`config.mk`:
```
export PLATFORM = sky130hd
export DESIGN_NAME = fifo_wr_arbiter_flat
export DESIGN_NICKNAME = d
export VERILOG_FILES = /design/src/rtl/fifo_wr_arbiter_if.sv /design/src/rtl/fifo_wr_arbiter.sv /design/src/flat_wrapper.sv
export SDC_FILE = /design/constraint.sdc
export NUM_CORES = 1
export LEC_CHECK = 0
export ABC_AREA = 1
export CAP_MARGIN = 20
export CELL_PAD_IN_SITES_DETAIL_PLACEMENT = 1
export CELL_PAD_IN_SITES_GLOBAL_PLACEMENT = 1
export CORE_MARGIN = 1.5
export CORE_UTILIZATION = 32
export DETAILED_ROUTE_END_ITERATION = 8
export PLACE_DENSITY = 0.88
export SLEW_MARGIN = 20
export SYNTH_ARGS = -nofsm -noshare
export SYNTH_HDL_FRONTEND = slang
export SYNTH_SLANG_ARGS = --single-unit
```
`constraint.sdc`:
```
create_clock -name wclk -period 2.6 [get_ports wclk]
set_clock_uncertainty 0.2 [all_clocks]
set_input_delay 0.26 -clock wclk [delete_from_list [all_inputs] [get_ports wclk]]
set_output_delay 0.26 -clock wclk [all_outputs]
set_load 0.1 [all_outputs]
```
`src/rtl/fifo_wr_arbiter_if.sv`:
```
// Write-side bus between NREQ requesters, the write arbiter and the FIFO write port.
// The arbiter connects through the slave modport; the requesters/FIFO side uses master.
interface fifo_wr_arbiter_if #(
  parameter int NREQ = 4,
  parameter int DW   = 8
);
  logic [NREQ-1:0]    req_valid;
  logic [NREQ*DW-1:0] req_data;
  logic [NREQ-1:0]    req_last;
  logic [NREQ-1:0]    req_ready;
  logic               fifo_full;
  logic               fifo_winc;
  logic [DW-1:0]      fifo_wdata;
  logic [2:0]         grant_id;
  logic               busy;

  modport master (
    output req_valid, req_data, req_last, fifo_full,
    input  req_ready, fifo_winc, fifo_wdata, grant_id, busy
  );

  modport slave (
    input  req_valid, req_data, req_last, fifo_full,
    output req_ready, fifo_winc, fifo_wdata, grant_id, busy
  );
endinterface

```
`src/rtl/fifo_wr_arbiter.sv`:
```
// Round-robin arbiter sharing the single async-FIFO write port among NREQ
// requesters in the wclk domain. A grantee keeps the port for up to MAXBURST
// beats, until its last beat, or until it idles for IDLE_TO cycles.
// Optional macro WR_ARB_PRIO_EN: requester 0 wins every arbitration it enters
// and its grants leave the round-robin pointer untouched.
module fifo_wr_arbiter #(
  parameter int NREQ     = 4,
  parameter int DW       = 8,
  parameter int MAXBURST = 4,
  parameter int IDLE_TO  = 8
) (
  input  logic              wclk,
  input  logic              wrst_n,
  fifo_wr_arbiter_if.slave  bus
);

  localparam int             BCW       = $clog2(MAXBURST + 1);
  localparam logic [BCW-1:0] BEAT_LAST = BCW'(MAXBURST - 1);
  localparam logic [7:0]     TO_LAST   = 8'(IDLE_TO - 1);

  typedef enum logic [0:0] {
    ST_IDLE  = 1'b0,
    ST_GRANT = 1'b1
  } state_t;

  state_t            state_r;
  logic [2:0]        rr_ptr_r;
  logic [2:0]        grant_id_r;
  logic [BCW-1:0]    beat_cnt_r;
  logic [7:0]        to_cnt_r;

  logic [2*NREQ-1:0] rot_s;
  logic [3:0]        sum_s;
  logic [2:0]        pick_s;
  logic              pick_vld_s;
  logic              gvalid_s;
  logic              glast_s;
  logic [DW-1:0]     gdata_s;
  logic              accept_s;
  logic [2:0]        next_ptr_s;

  // Round-robin pick: rotate valids so rr_ptr sits at bit 0, take the lowest set bit.
  always_comb begin
    rot_s      = {bus.req_valid, bus.req_valid} >> rr_ptr_r;
    sum_s      = 4'd0;
    pick_s     = 3'd0;
    pick_vld_s = 1'b0;
    for (int j = NREQ - 1; j >= 0; j--) begin
      sum_s      = {1'b0, rr_ptr_r} + 4'(j);
      pick_s     = rot_s[j] ? ((sum_s >= 4'(NREQ)) ? 3'(sum_s - 4'(NREQ)) : sum_s[2:0]) : pick_s;
      pick_vld_s = pick_vld_s | rot_s[j];
    end
`ifdef WR_ARB_PRIO_EN
    pick_s = bus.req_valid[0] ? 3'd0 : pick_s;
`endif
  end

  // Mux the current grantee's valid/last/data and work out the post-burst pointer.
  always_comb begin
    gvalid_s = 1'b0;
    glast_s  = 1'b0;
    gdata_s  = '0;
    for (int i = 0; i < NREQ; i++) begin
      gvalid_s = (grant_id_r == 3'(i)) ? bus.req_valid[i]           : gvalid_s;
      glast_s  = (grant_id_r == 3'(i)) ? bus.req_last[i]            : glast_s;
      gdata_s  = (grant_id_r == 3'(i)) ? bus.req_data[i*DW +: DW]   : gdata_s;
    end
    accept_s   = (state_r == ST_GRANT) && gvalid_s && !bus.fifo_full;
    next_ptr_s = (grant_id_r == 3'(NREQ - 1)) ? 3'd0 : grant_id_r + 3'd1;
`ifdef WR_ARB_PRIO_EN
    // Requester 0 is served outside the rotation, so its bursts leave the pointer alone.
    next_ptr_s = (grant_id_r == 3'd0) ? rr_ptr_r : next_ptr_s;
`endif
  end

  // Zero-latency write datapath; everything is forced low outside GRANT, including during reset.
  always_comb begin
    bus.req_ready  = '0;
    bus.fifo_winc  = 1'b0;
    bus.fifo_wdata = '0;
    if (state_r == ST_GRANT) begin
      for (int i = 0; i < NREQ; i++) begin
        bus.req_ready[i] = (grant_id_r == 3'(i)) && !bus.fifo_full;
      end
      bus.fifo_winc  = gvalid_s && !bus.fifo_full;
      bus.fifo_wdata = gdata_s;
    end else begin
      bus.fifo_winc  = 1'b0;
    end
  end

  assign bus.busy     = (state_r == ST_GRANT);
  assign bus.grant_id = grant_id_r;

  // Arbitration FSM: grant in IDLE, count beats and idle cycles in GRANT.
  always_ff @(posedge wclk or negedge wrst_n) begin
    if (!wrst_n) begin
      state_r    <= ST_IDLE;
      rr_ptr_r   <= 3'd0;
      grant_id_r <= 3'd0;
      beat_cnt_r <= '0;
      to_cnt_r   <= 8'd0;
    end else begin
      case (state_r)
        ST_IDLE: begin
          beat_cnt_r <= '0;
          to_cnt_r   <= 8'd0;
          if (pick_vld_s) begin
            grant_id_r <= pick_s;
            state_r    <= ST_GRANT;
          end else begin
            state_r    <= ST_IDLE;
          end
        end
        ST_GRANT: begin
          if (accept_s) begin
            to_cnt_r <= 8'd0;
            if (glast_s || (beat_cnt_r == BEAT_LAST)) begin
              state_r    <= ST_IDLE;
              beat_cnt_r <= '0;
              rr_ptr_r   <= next_ptr_s;
            end else begin
              beat_cnt_r <= beat_cnt_r + BCW'(1);
            end
          end else if (!gvalid_s) begin
            // Idle cycles count whether or not the FIFO is full.
            if (to_cnt_r == TO_LAST) begin
              state_r    <= ST_IDLE;
              beat_cnt_r <= '0;
              to_cnt_r   <= 8'd0;
              rr_ptr_r   <= next_ptr_s;
            end else begin
              to_cnt_r   <= to_cnt_r + 8'd1;
            end
          end else begin
            // Valid but blocked by full: grant held, beat count frozen.
            to_cnt_r <= 8'd0;
          end
        end
        default: begin
          state_r <= ST_IDLE;
        end
      endcase
    end
  end

endmodule

```
`src/flat_wrapper.sv`:
```
// flat-port wrapper written by rule: the top's interface ports become plain ports
module fifo_wr_arbiter_flat 
#(
  parameter int NREQ     = 4,
  parameter int DW       = 8,
  parameter int MAXBURST = 4,
  parameter int IDLE_TO  = 8
)
  (wclk, wrst_n, bus_req_valid, bus_req_data, bus_req_last, bus_fifo_full, bus_req_ready, bus_fifo_winc, bus_fifo_wdata, bus_grant_id, bus_busy);
  fifo_wr_arbiter_if #(.NREQ(NREQ), .DW(DW)) bus_i ();
  input  logic wclk;
  input  logic wrst_n;
  input wire logic [$bits(bus_i.req_valid)-1:0] bus_req_valid;
  input wire logic [$bits(bus_i.req_data)-1:0] bus_req_data;
  input wire logic [$bits(bus_i.req_last)-1:0] bus_req_last;
  input wire logic [$bits(bus_i.fifo_full)-1:0] bus_fifo_full;
  output wire logic [$bits(bus_i.req_ready)-1:0] bus_req_ready;
  output wire logic [$bits(bus_i.fifo_winc)-1:0] bus_fifo_winc;
  output wire logic [$bits(bus_i.fifo_wdata)-1:0] bus_fifo_wdata;
  output wire logic [$bits(bus_i.grant_id)-1:0] bus_grant_id;
  output wire logic [$bits(bus_i.busy)-1:0] bus_busy;
  assign bus_i.req_valid = bus_req_valid;
  assign bus_i.req_data = bus_req_data;
  assign bus_i.req_last = bus_req_last;
  assign bus_i.fifo_full = bus_fifo_full;
  assign bus_req_ready = bus_i.req_ready;
  assign bus_fifo_winc = bus_i.fifo_winc;
  assign bus_fifo_wdata = bus_i.fifo_wdata;
  assign bus_grant_id = bus_i.grant_id;
  assign bus_busy = bus_i.busy;
  fifo_wr_arbiter #(.NREQ(NREQ), .DW(DW), .MAXBURST(MAXBURST), .IDLE_TO(IDLE_TO)) u_core (.wclk(wclk), .wrst_n(wrst_n), .bus(bus_i));
endmodule
```
==> run summary <==
Total power for the finished layout comes to 0.003824 W. The total area of multi-input combinational cells came out at 1162 um^2. The power density over cell area came out at 1436 nW/um^2. In this run the clock root is driven by a clkbuf_8. The synthesized netlist occupies a cell area of 1622 um^2. The synthesized netlist contains 28 unique library cells. Measured along the x axis, the die boundary spans 74.19 um. Global routing used 23.31% of the available tracks across all layers. The logs give 2035 for the number of global-route vias before repair and -0.005645 ns for the summed negative setup slack over all endpoints. The tools report the worst path arrival time as 2.15 ns. The starting utilization of the core area is 33.66%, and the number of buffers added by the clock tree synthesis step is 3. In this design, the largest share of critical-path delay is due to flip-flops.

Summing all flip-flop and latch instances after layout gives 462.9 um^2. The number of H-tree levels is 1, and the routed via count is 1941. The flow ran to the end, but the final reports show violations. The logs give 2 for the maximum clock path buffer count and 0 for the residual antenna-violating net count after detailed routing. The top-level I/O count was 60; the via count normalized by instance count was 5.081. The endpoint identified for the worst register-to-register timing path is u_core.to_cnt_r[2]. The min-delay analysis places its worst path in the category in2async.

The detailed router finished its first iteration with 43 violations. The net count after synthesis was 300; the final-report setup violation count was 1. The final number of max-transition violations was 0.

Measured in cells, the most critical reg-to-reg path has a length of 11. The later pin in the worst-skew pair is clocked with a latency of 0.27 ns. After detailed routing, the total wire length is 6.430 mm.

Kind of start point of the critical path: a flip-flop. The clock transition at the register clock pins on the worst setup and hold paths after CTS works out to 0.08 ns. For the antenna diode count, the log shows 0. The net count of the finished layout is 367, and the transition time of the tightest slew-check pin is 0.5576 ns. After layout, the minimum clock period comes to 2.606 ns. The commonest cells after synthesis are 63 x nand2_1, 37 x nand3_1, 29 x inv_1, 25 x nor2_1, 21 x o21ai_0.

For the relative contribution of the clock network to total power, the log shows 6.4%. By area the synthesized netlist is led by dfrtp_1 28%, nand2_1 15%, nand3_1 11%, inv_1 6.7%, o21ai_0 6.5%. For this design, the sink count on the clock tree is 18. The internal power of the cells totals 0.001520 W.

The area growth from synthesis to layout is 64.20%. Summed over all cells, the static leakage comes to 1.213 nW. The most critical setup path has its startpoint at u_core.bus.grant_id[1]. At the end of routability-driven placement, the weighted congestion stood at 0.8369. The post-synthesis average cell area came out at 6.512 um^2. Most instantiated library cell after synthesis: nand2_1. The flop and latch count out of synthesis works out to 18. The routed length per placed instance works out to 16.83 um. The HPWL after detailed placement is 5.006 mm. The largest single stage delay on the critical path is 0.51 ns. The slowest library cell on the worst path is dfrtp_4. The floorplan step defined a die boundary enclosing 5503 um^2.

Setup slack on the worst reg-to-reg path comes out at 0.41 ns. At the worst endpoint, the required time is 2.14 ns. The count of flip-flops with a built-in enable after synthesis is 0. The net load switching power was 0.002304 W. Capture point of the critical path: bus_fifo_wdata[3].

In the finished design, the share of the clock period the worst path needs comes to 100.2%. In the synthesized netlist, the number of instances is 249. Together, buffers and inverters on the worst path number 3. After floorplanning, the core was sized to cover 4817 um^2. The vertical die dimension works out to 74.19 um.

Global routing finished with a remaining overflow of 0. Initial antenna violation count: 0. The checks that failed: setup timing. The run gives 0 as the hold violation total from the final report. The count of unresolved DRC violations after routing was 0.

The tools report the total iterations of the first detailed-routing run as 4. The portion of the post-synthesis area used by sequential elements is 27.78%, and the number of violations of the max-capacitance limit is 0. Walking the worst path, the cells encountered are inv_1 > ha_1 > inv_2 > nor2_2 > nand2_1 > nand3_1 > o21ai_1 > a21oi_4 > buf_12.

The total of warnings raised by yosys was 0. The run gives 611 as the number of filler instances in the final layout. The synthesized design spends more area on one cell type than any other, namely dfrtp_1. The worst setup path is captured at an output pin. The logs give 22 for the largest net degree at the start of global routing and 62.43% for the worst-case headroom to the max-slew limit. The logic depth of the worst setup path including buffers is 9, and the number of hold-repair buffers added at the cts stage is 0. The count of buffers added on input and output ports is 59. For the post-layout worst setup margin, the log shows -0.005645 ns.

TritonCTS built the clock tree. The global-route wire length before repair was 9.618 mm. The share of synthesized area in the top cell type comes to 27.78%. After synthesis, the share of flip-flops with an asynchronous set or reset is 100.0%. Of the total power, the share spent switching nets is 60.26%. The relative contribution of combinational cells to total power is 81.9%, and the worst-case vdd ir drop is 714.5 uV. The tools report the startpoint of the worst-slack reg-to-reg timing path as u_core.bus.grant_id[0].

For this run, the top clock speed supported by timing is 0.3838 GHz. The share of post-route cells with drive strength above 1 was 23.17%; the fraction of power consumed by sequential logic was 11.7%. The maximum fanout along the worst path works out to 5.

Prevailing post-synth register cell: dfrtp_1. After floorplanning, the core was divided into 25 placement rows. The startpoint-to-endpoint class of the critical path is reg2out.
per-stage QoR:
stage          util [%]  hold WS [ns]  setup WS, ns  instance area, um^2  std cells
6_report          55.27        0.1429     -0.005645                 2663        382
3_5_place_dp      52.96        0.2784        0.1036                 2551        374
4_1_cts           54.55        0.1553       0.01992                 2628        379
2_1_floorplan         -       -0.2356      -0.02244                 1764        249
5_1_grt           55.27        0.1584      -0.05290                 2663        382
3_3_place_gp      52.96        0.2697        0.2154                 2551        374
worst min-delay path by stage:
stage	endpoint	cells past startpoint	startpoint
2_1_floorplan	u_core.beat_cnt_r[0]	0	wrst_n
5_1_grt	u_core.rr_ptr_r[2]	2	wrst_n
6_report	u_core.rr_ptr_r[2]	2	wrst_n
3_5_place_dp	u_core.to_cnt_r[0]	1	u_core.to_cnt_r[0]
3_3_place_gp	u_core.to_cnt_r[0]	1	u_core.to_cnt_r[0]
4_1_cts	u_core.rr_ptr_r[2]	2	wrst_n
routing by layer:
layer	wire length (um)	part of all wire, %	track usage (%)
met5	0	0	0
met4	181	2.8	9.671
met3	510	7.9	5.556
met2	3262	51	43.15
met1	2476	39	25.19
cells by family (layout without fill, tap and decap cells):
kind of cell	count (synthesis)	count (layout)	share of synthesized area (%)
AND/OR/NAND/NOR	148	150	44.06
adder cells (fa/ha/maj)	8	8	6.173
XOR/XNOR	1	1	0.5402
flip-flops	18	18	27.78
buffers and inverters	40	104	10.72
AO/OA/AOI/OAI	34	34	10.72
layout make-up:
| class | count | share of cell area, % |
|---|---|---|
| multi-input combinational | 193 | 43.66 |
| timing repair buffer | 66 | 28.81 |
| sequential | 18 | 17.39 |
| inverter | 34 | 4.934 |
| tap | 67 | 3.149 |
| clock buffer | 4 | 2.068 |
worst reg2reg max path, delay by kind of cell (launching register included):
family                   cells  cell delay, ns
flip-flops                   1            0.51
AO/OA/AOI/OAI                1            0.17
AND/OR/NAND/NOR              5            0.66
adder cells (fa/ha/maj)      1            0.20
buffers and inverters        4            0.37
cell usage in the layout (no fill, tap or decap), types with 8 or more instances in the layout:
cell type and count:
a21oi_4 8, o21ai_0 17, ha_1 8, buf_4 10
buf_12 13, inv_1 27, clkdlybuf4s50_1 42, dfrtp_1 14
nor2_1 23, nand2_1 63, nand3_1 37
state kept, by name, indices dropped and copies added (netlist names):
signal and cells:
u_core.rr_ptr_r 3, u_core.bus.grant_id 3, u_core.to_cnt_r 8, u_core.beat_cnt_r 3
u_core.bus.busy 1
what timing repair did:
item / CTS / global route
endpoints found under the setup margin: 9 / 9
buffers inserted: 0 / 2
gates cloned: 1 / 1
pin swaps: 1 / 5
resized for setup: 4 / 8
power groups by stage:
stage	combinational [W]	clock, W	sequential (W)
finish	0.00313	0.000243	0.000447
global route	0.00330	0.000251	0.000460
CTS	0.00307	0.000239	0.000449
detailed placement	0.00301	0	0.000453
global placement	0.00293	0	0.000444
floorplan	0.00199	0	0.000552
Note: power is estimated with default switching activity, not from simulation.
